### src/rtl/rr_grant_ctrl8.sv
// Round-robin owner select for 8 requesters with hold-limit preemption and a turnaround gap.
// Latency: grant registered one cycle after req is sampled in IDLE; no backpressure, owner held until release/timeout.
module rr_grant_ctrl8 #(
    parameter int unsigned MAX_HOLD = 16
) (
    input  logic       clk,
    input  logic       rst,
    input  logic [7:0] req,
    output logic [7:0] grant,
    output logic [2:0] grant_idx,
    output logic       grant_valid,
    output logic       preempt
);

    localparam int unsigned     HW       = (MAX_HOLD < 2) ? 1 : $clog2(MAX_HOLD + 1);
    localparam logic [HW-1:0]   HOLD_LIM = HW'(MAX_HOLD);
    localparam logic            TMO_EN   = (MAX_HOLD != 0);

    typedef enum logic [1:0] {IDLE, BUSY, GAP} state_t;

    state_t          r_state, w_state_nxt;
    logic [2:0]      r_ptr, w_ptr_nxt;
    logic [HW-1:0]   r_hold_cnt, w_hold_nxt;
    logic [7:0]      r_grant, w_grant_nxt;
    logic [2:0]      r_idx, w_idx_nxt;
    logic            r_vld, w_vld_nxt;
    logic            r_pre, w_pre_nxt;

    logic            w_found;
    logic [2:0]      w_pick;
    logic [2:0]      w_cand;
    logic            w_vol_rel;
    logic            w_tmo_rel;

    // First set request scanning upward from r_ptr, wrapping 7 -> 0.
    always_comb begin
        w_found = 1'b0;
        w_pick  = 3'd0;
        w_cand  = r_ptr;
        for (int k = 0; k < 8; k++) begin
            w_cand = r_ptr + 3'(k);
            if (!w_found && req[w_cand]) begin
                w_found = 1'b1;
                w_pick  = w_cand;
            end
        end
    end

    assign w_vol_rel = ~req[r_idx];
    assign w_tmo_rel = TMO_EN && (r_hold_cnt == HOLD_LIM);

    always_comb begin
        w_state_nxt = r_state;
        w_ptr_nxt   = r_ptr;
        w_hold_nxt  = r_hold_cnt;
        w_grant_nxt = r_grant;
        w_idx_nxt   = r_idx;
        w_vld_nxt   = r_vld;
        w_pre_nxt   = 1'b0;
        case (r_state)
            IDLE: begin
                if (w_found) begin
                    w_grant_nxt = 8'h01 << w_pick;
                    w_idx_nxt   = w_pick;
                    w_vld_nxt   = 1'b1;
                    w_hold_nxt  = HW'(1);
                    w_state_nxt = BUSY;
                end
            end
            BUSY: begin
                if (w_vol_rel || w_tmo_rel) begin
                    w_grant_nxt = 8'h00;
                    w_idx_nxt   = 3'd0;
                    w_vld_nxt   = 1'b0;
                    w_ptr_nxt   = r_idx + 3'd1;
                    // A release coinciding with the timeout counts as voluntary.
                    w_pre_nxt   = ~w_vol_rel;
                    w_state_nxt = GAP;
                end else if (TMO_EN && (r_hold_cnt != HOLD_LIM)) begin
                    w_hold_nxt = r_hold_cnt + HW'(1);
                end
            end
            GAP: begin
                w_state_nxt = IDLE;
            end
            default: begin
                w_grant_nxt = 8'h00;
                w_idx_nxt   = 3'd0;
                w_vld_nxt   = 1'b0;
                w_state_nxt = IDLE;
            end
        endcase
    end

    always_ff @(posedge clk) begin
        if (rst) begin
            r_state    <= IDLE;
            r_ptr      <= 3'd0;
            r_hold_cnt <= '0;
            r_grant    <= 8'h00;
            r_idx      <= 3'd0;
            r_vld      <= 1'b0;
            r_pre      <= 1'b0;
        end else begin
            r_state    <= w_state_nxt;
            r_ptr      <= w_ptr_nxt;
            r_hold_cnt <= w_hold_nxt;
            r_grant    <= w_grant_nxt;
            r_idx      <= w_idx_nxt;
            r_vld      <= w_vld_nxt;
            r_pre      <= w_pre_nxt;
        end
    end

    assign grant       = r_grant;
    assign grant_idx   = r_idx;
    assign grant_valid = r_vld;
    assign preempt     = r_pre;

endmodule

### config.mk
export PLATFORM = sky130hd
export DESIGN_NAME = rr_grant_ctrl8
export DESIGN_NICKNAME = d
export VERILOG_FILES = /design/src/rtl/rr_grant_ctrl8.sv
export SDC_FILE = /design/constraint.sdc
export NUM_CORES = 1
export LEC_CHECK = 0
export CORE_AREA = 2 2 81 83
export CTS_CLUSTER_DIAMETER = 100
export DETAILED_ROUTE_END_ITERATION = 6
export DIE_AREA = 0 0 83 85
export HOLD_SLACK_MARGIN = 0.03
export PLACE_DENSITY_LB_ADDON = 0.08
export SLEW_MARGIN = 20
export SYNTH_ARGS = -nofsm -noshare
export SYNTH_HDL_FRONTEND = slang
export SYNTH_SLANG_ARGS = --single-unit
### constraint.sdc
create_clock -name clk -period 3.9 [get_ports clk]
set_input_delay 0.78 -clock clk [delete_from_list [all_inputs] [get_ports clk]]
set_output_delay 0.78 -clock clk [all_outputs]
set_load 0.1 [all_outputs]
==> results.cfg <==
[global_routing]
first_global_vias = 1527
overflow = 0
grt_pass1_wl_um = 7850
grt_antenna_before_repair = 0
grt_max_degree = 21
grt.total_usage = 0.136

[timing]
finalMaxSlewViolations = 0
tns_ns = 0
timing.fmax_ghz = 0.288
post-route-period-util = 0.889
hold_viol = 0
grt_setup_unrepaired = no
fin_crit_ns = 3.47
max-slew-margin-rel = 0.353
skew_ns = 0.00640
setup_viol = 0
tightestPinTransition_ns = 0.967

[power_and_ir_drop]
p_leak_nw = 0.800
power_frac_seq = 0.195
p_clk_frac = 0.082
power.total_w = 0.00181
swShare = 0.532
intPower_w = 0.000845
p_switching_w = 0.000962
power_density_nw_per_um2 = 795
max-vdd-ir-drop_mv = 0.448
power_frac_comb = 0.723

[cts]
cts_tree = yes
cts_hold_buf = 0
clockRootBuffer = clkbuf_8
clock-sinks = 23
post_cts_buffers = 0
max-clock-path-buffers = 2
clock_latency_ns = 0.26
htreeDepth = 1
cts_buffers = 3
clkTransAtPathRegs_ns = 0.09
post_cts_resized = 0

[routing]
wire_per_inst_um = 14.9
first_pass_iters = 4
vias_per_cell = 5.18
drc = 0
drt_iter0_markers = 90
wirelength_um = 4640
vias = 1612
ant_nets = 0

[synthesis]
syn_avg_cell_area_sq_um = 9.12
async_flop_share = 0
synth_ff_type = dfxtp_1
netlist_area_sq_um = 1920
synth_cell_types = 56
yosysTopAreaCellShare = 0.239
synth-edff-count = 0
seq_area_frac_synth = 0.239
synth_cells = 211
synthTopCellsByArea = dfxtp_1, mux4_2, mux2i_1
synth_nets = 226
synth_top_area_cell = dfxtp_1
yosysWarnings = 0
ys_seq_elements = 23

[final_layout]
finalInstanceArea_sq_um = 2270
syn2layout_area_growth_pct = 18.2
diodes = 0
utilization = 0.367
finish.net_count = 250
drive_above_1_share = 0.171

[die]
start_util = 0.310
rows = 29
core_area_sq_um = 6200
die_h_um = 85
ios = 23
dieArea_sq_um = 7060
die_w_um = 83

[critical_path]
cp_num_cells = 10
startpoint_type = flop
crit_start = r_ptr[1]
r2r_slack_ns = 0.43
critPathTopFamily = compound AO/OA/AOI/OAI gates
crit_slowest_cell = ha_1
path_cells = inv_1 -> ha_1 -> mux2i_1 -> mux4_2 -> a32oi_4 -> nor2b_1 -> a221o_1 -> o22ai_1 -> nand2_1 -> o31ai_1
cp-end-kind = flop
max_stage_delay_ns = 0.70
reg2reg_depth = 10
crit_end = grant[2]
critPathMaxFanout = 13
r2r_end = grant[2]
worst-path-buf-inv = 1
cp.arrival_ns = 3.65
criticalPathCategory = reg -> reg
reg2reg_from = r_ptr[1]
crit_required_ns = 4.08

[outcome]
status = finished, final reports clean

[flow_run]
cap_violations = 0

[placement]
place_congestion = 0.800
hpwl_um = 3620
dpl_cell_area_sq_um = 2230
portBuffers = 22

[hold_path]
hold_path_class = reg -> reg
power by group through the flow:
stage | combinational [W] | clock [W] | sequential (W)
global route | 0.00141 | 0.000165 | 0.000365
global placement | 0.00133 | 0 | 0.000360
floorplan | 0.000822 | 0 | 0.000573
finish | 0.00131 | 0.000149 | 0.000353
CTS | 0.00131 | 0.000155 | 0.000355
detailed placement | 0.00131 | 0 | 0.000360
cell families after synthesis:
| logic type | share of synthesized area |
|---|---|
| simple gates | 0.215 |
| buf+inv | 0.0436 |
| xor+xnor | 0.0358 |
| flops | 0.239 |
| mux | 0.209 |
| compound gates | 0.225 |
| fa+ha+maj | 0.0325 |
synth_stat cells (all sizes together), types with 2 or more instances:
library cell	instances
a21boi	2
xor2	6
clkbuf	4
nor3	2
a31o	2
dfxtp	23
nor2	22
nand4	2
o211ai	3
inv	7
buf	5
o21a	2
nand2b	5
mux4	9
ha	5
o21ai	10
nor3b	2
a32oi	2
a31oi	2
nor4b	2
o31ai	9
nand3b	2
nor2b	4
and3	2
or2	3
nand2	27
o22ai	3
or3	2
o221ai	2
a21oi	8
mux2i	15
nand3	4
mux2	4
layout make-up:
class	count	area, sq um
Fill cell	642	3930
Timing Repair Buffer	28	265
Multi-Input combinational cell	172	1380
Clock inverter	1	5.00
Clock buffer	3	41.3
Tap cell	77	96.3
Inverter	7	26.3
Sequential cell	23	460
routing by layer:
metal | up-vias | GRT usage | share of wire
met5 | - | 0 | 0
met4 | 0 | 0.0134 | 0.0047
met3 | 2 | 0.0263 | 0.026
met2 | 24 | 0.214 | 0.44
met1 | 757 | 0.200 | 0.52
li1 | 829 | - | -
metrics by stage:
step	instances	hold slack [ns]	setup slack, ns
final	311	0.461	0.433
after global routing	311	0.492	0.103
after CTS	311	0.465	0.427
after detailed placement	307	0.447	0.312
after global placement	307	0.444	0.274
after floorplan	211	0.462	0.538
worst register-to-register path, delay by kind of cell, from the launching register on:
kind | cells | cell delay, ns
muxes | 2 | 0.79
DFF | 1 | 0.33
AOI/OAI and AO/OA | 4 | 1.20
and+or+nand+nor | 2 | 0.27
buffers and inverters | 1 | 0.11
adders and majority gates | 1 | 0.70
state kept, by name (all words and copies together), names as in the netlist:
name,cells
grant,8
r_hold_cnt,5
grant_idx,3
r_ptr,3
r_state,2
grant_valid,1
preempt,1
how the worst min path moves through the flow:
stage	start	endpoint	slack, ns	cells after the start
after floorplan	r_hold_cnt[1]	r_hold_cnt[1]	0.46	2
after global placement	grant[3]	grant[3]	0.44	2
after detailed placement	grant[6]	grant[6]	0.45	2
after CTS	grant[6]	grant[6]	0.46	2
after global routing	grant[3]	grant[3]	0.49	2
final	grant[6]	grant[6]	0.46	2
cell usage in the layout, fill, tap and decap left out, types with 3 or more instances in the layout:
| cell | count |
|---|---|
| mux4_2 | 9 |
| o211ai_1 | 3 |
| o21ai_0 | 8 |
| nor2b_1 | 4 |
| ha_1 | 5 |
| clkbuf_8 | 3 |
| dfxtp_1 | 23 |
| nor2_1 | 22 |
| nand2_1 | 27 |
| mux2i_1 | 15 |
| o22ai_1 | 3 |
| a21oi_1 | 8 |
| nand3_1 | 4 |
| clkdlybuf4s50_1 | 22 |
| buf_4 | 6 |
| o31ai_2 | 4 |
| xor2_1 | 6 |
| o31ai_1 | 5 |
| nand2b_1 | 5 |
| inv_1 | 7 |
| mux2_2 | 3 |
(Power assumes the default switching activity.)
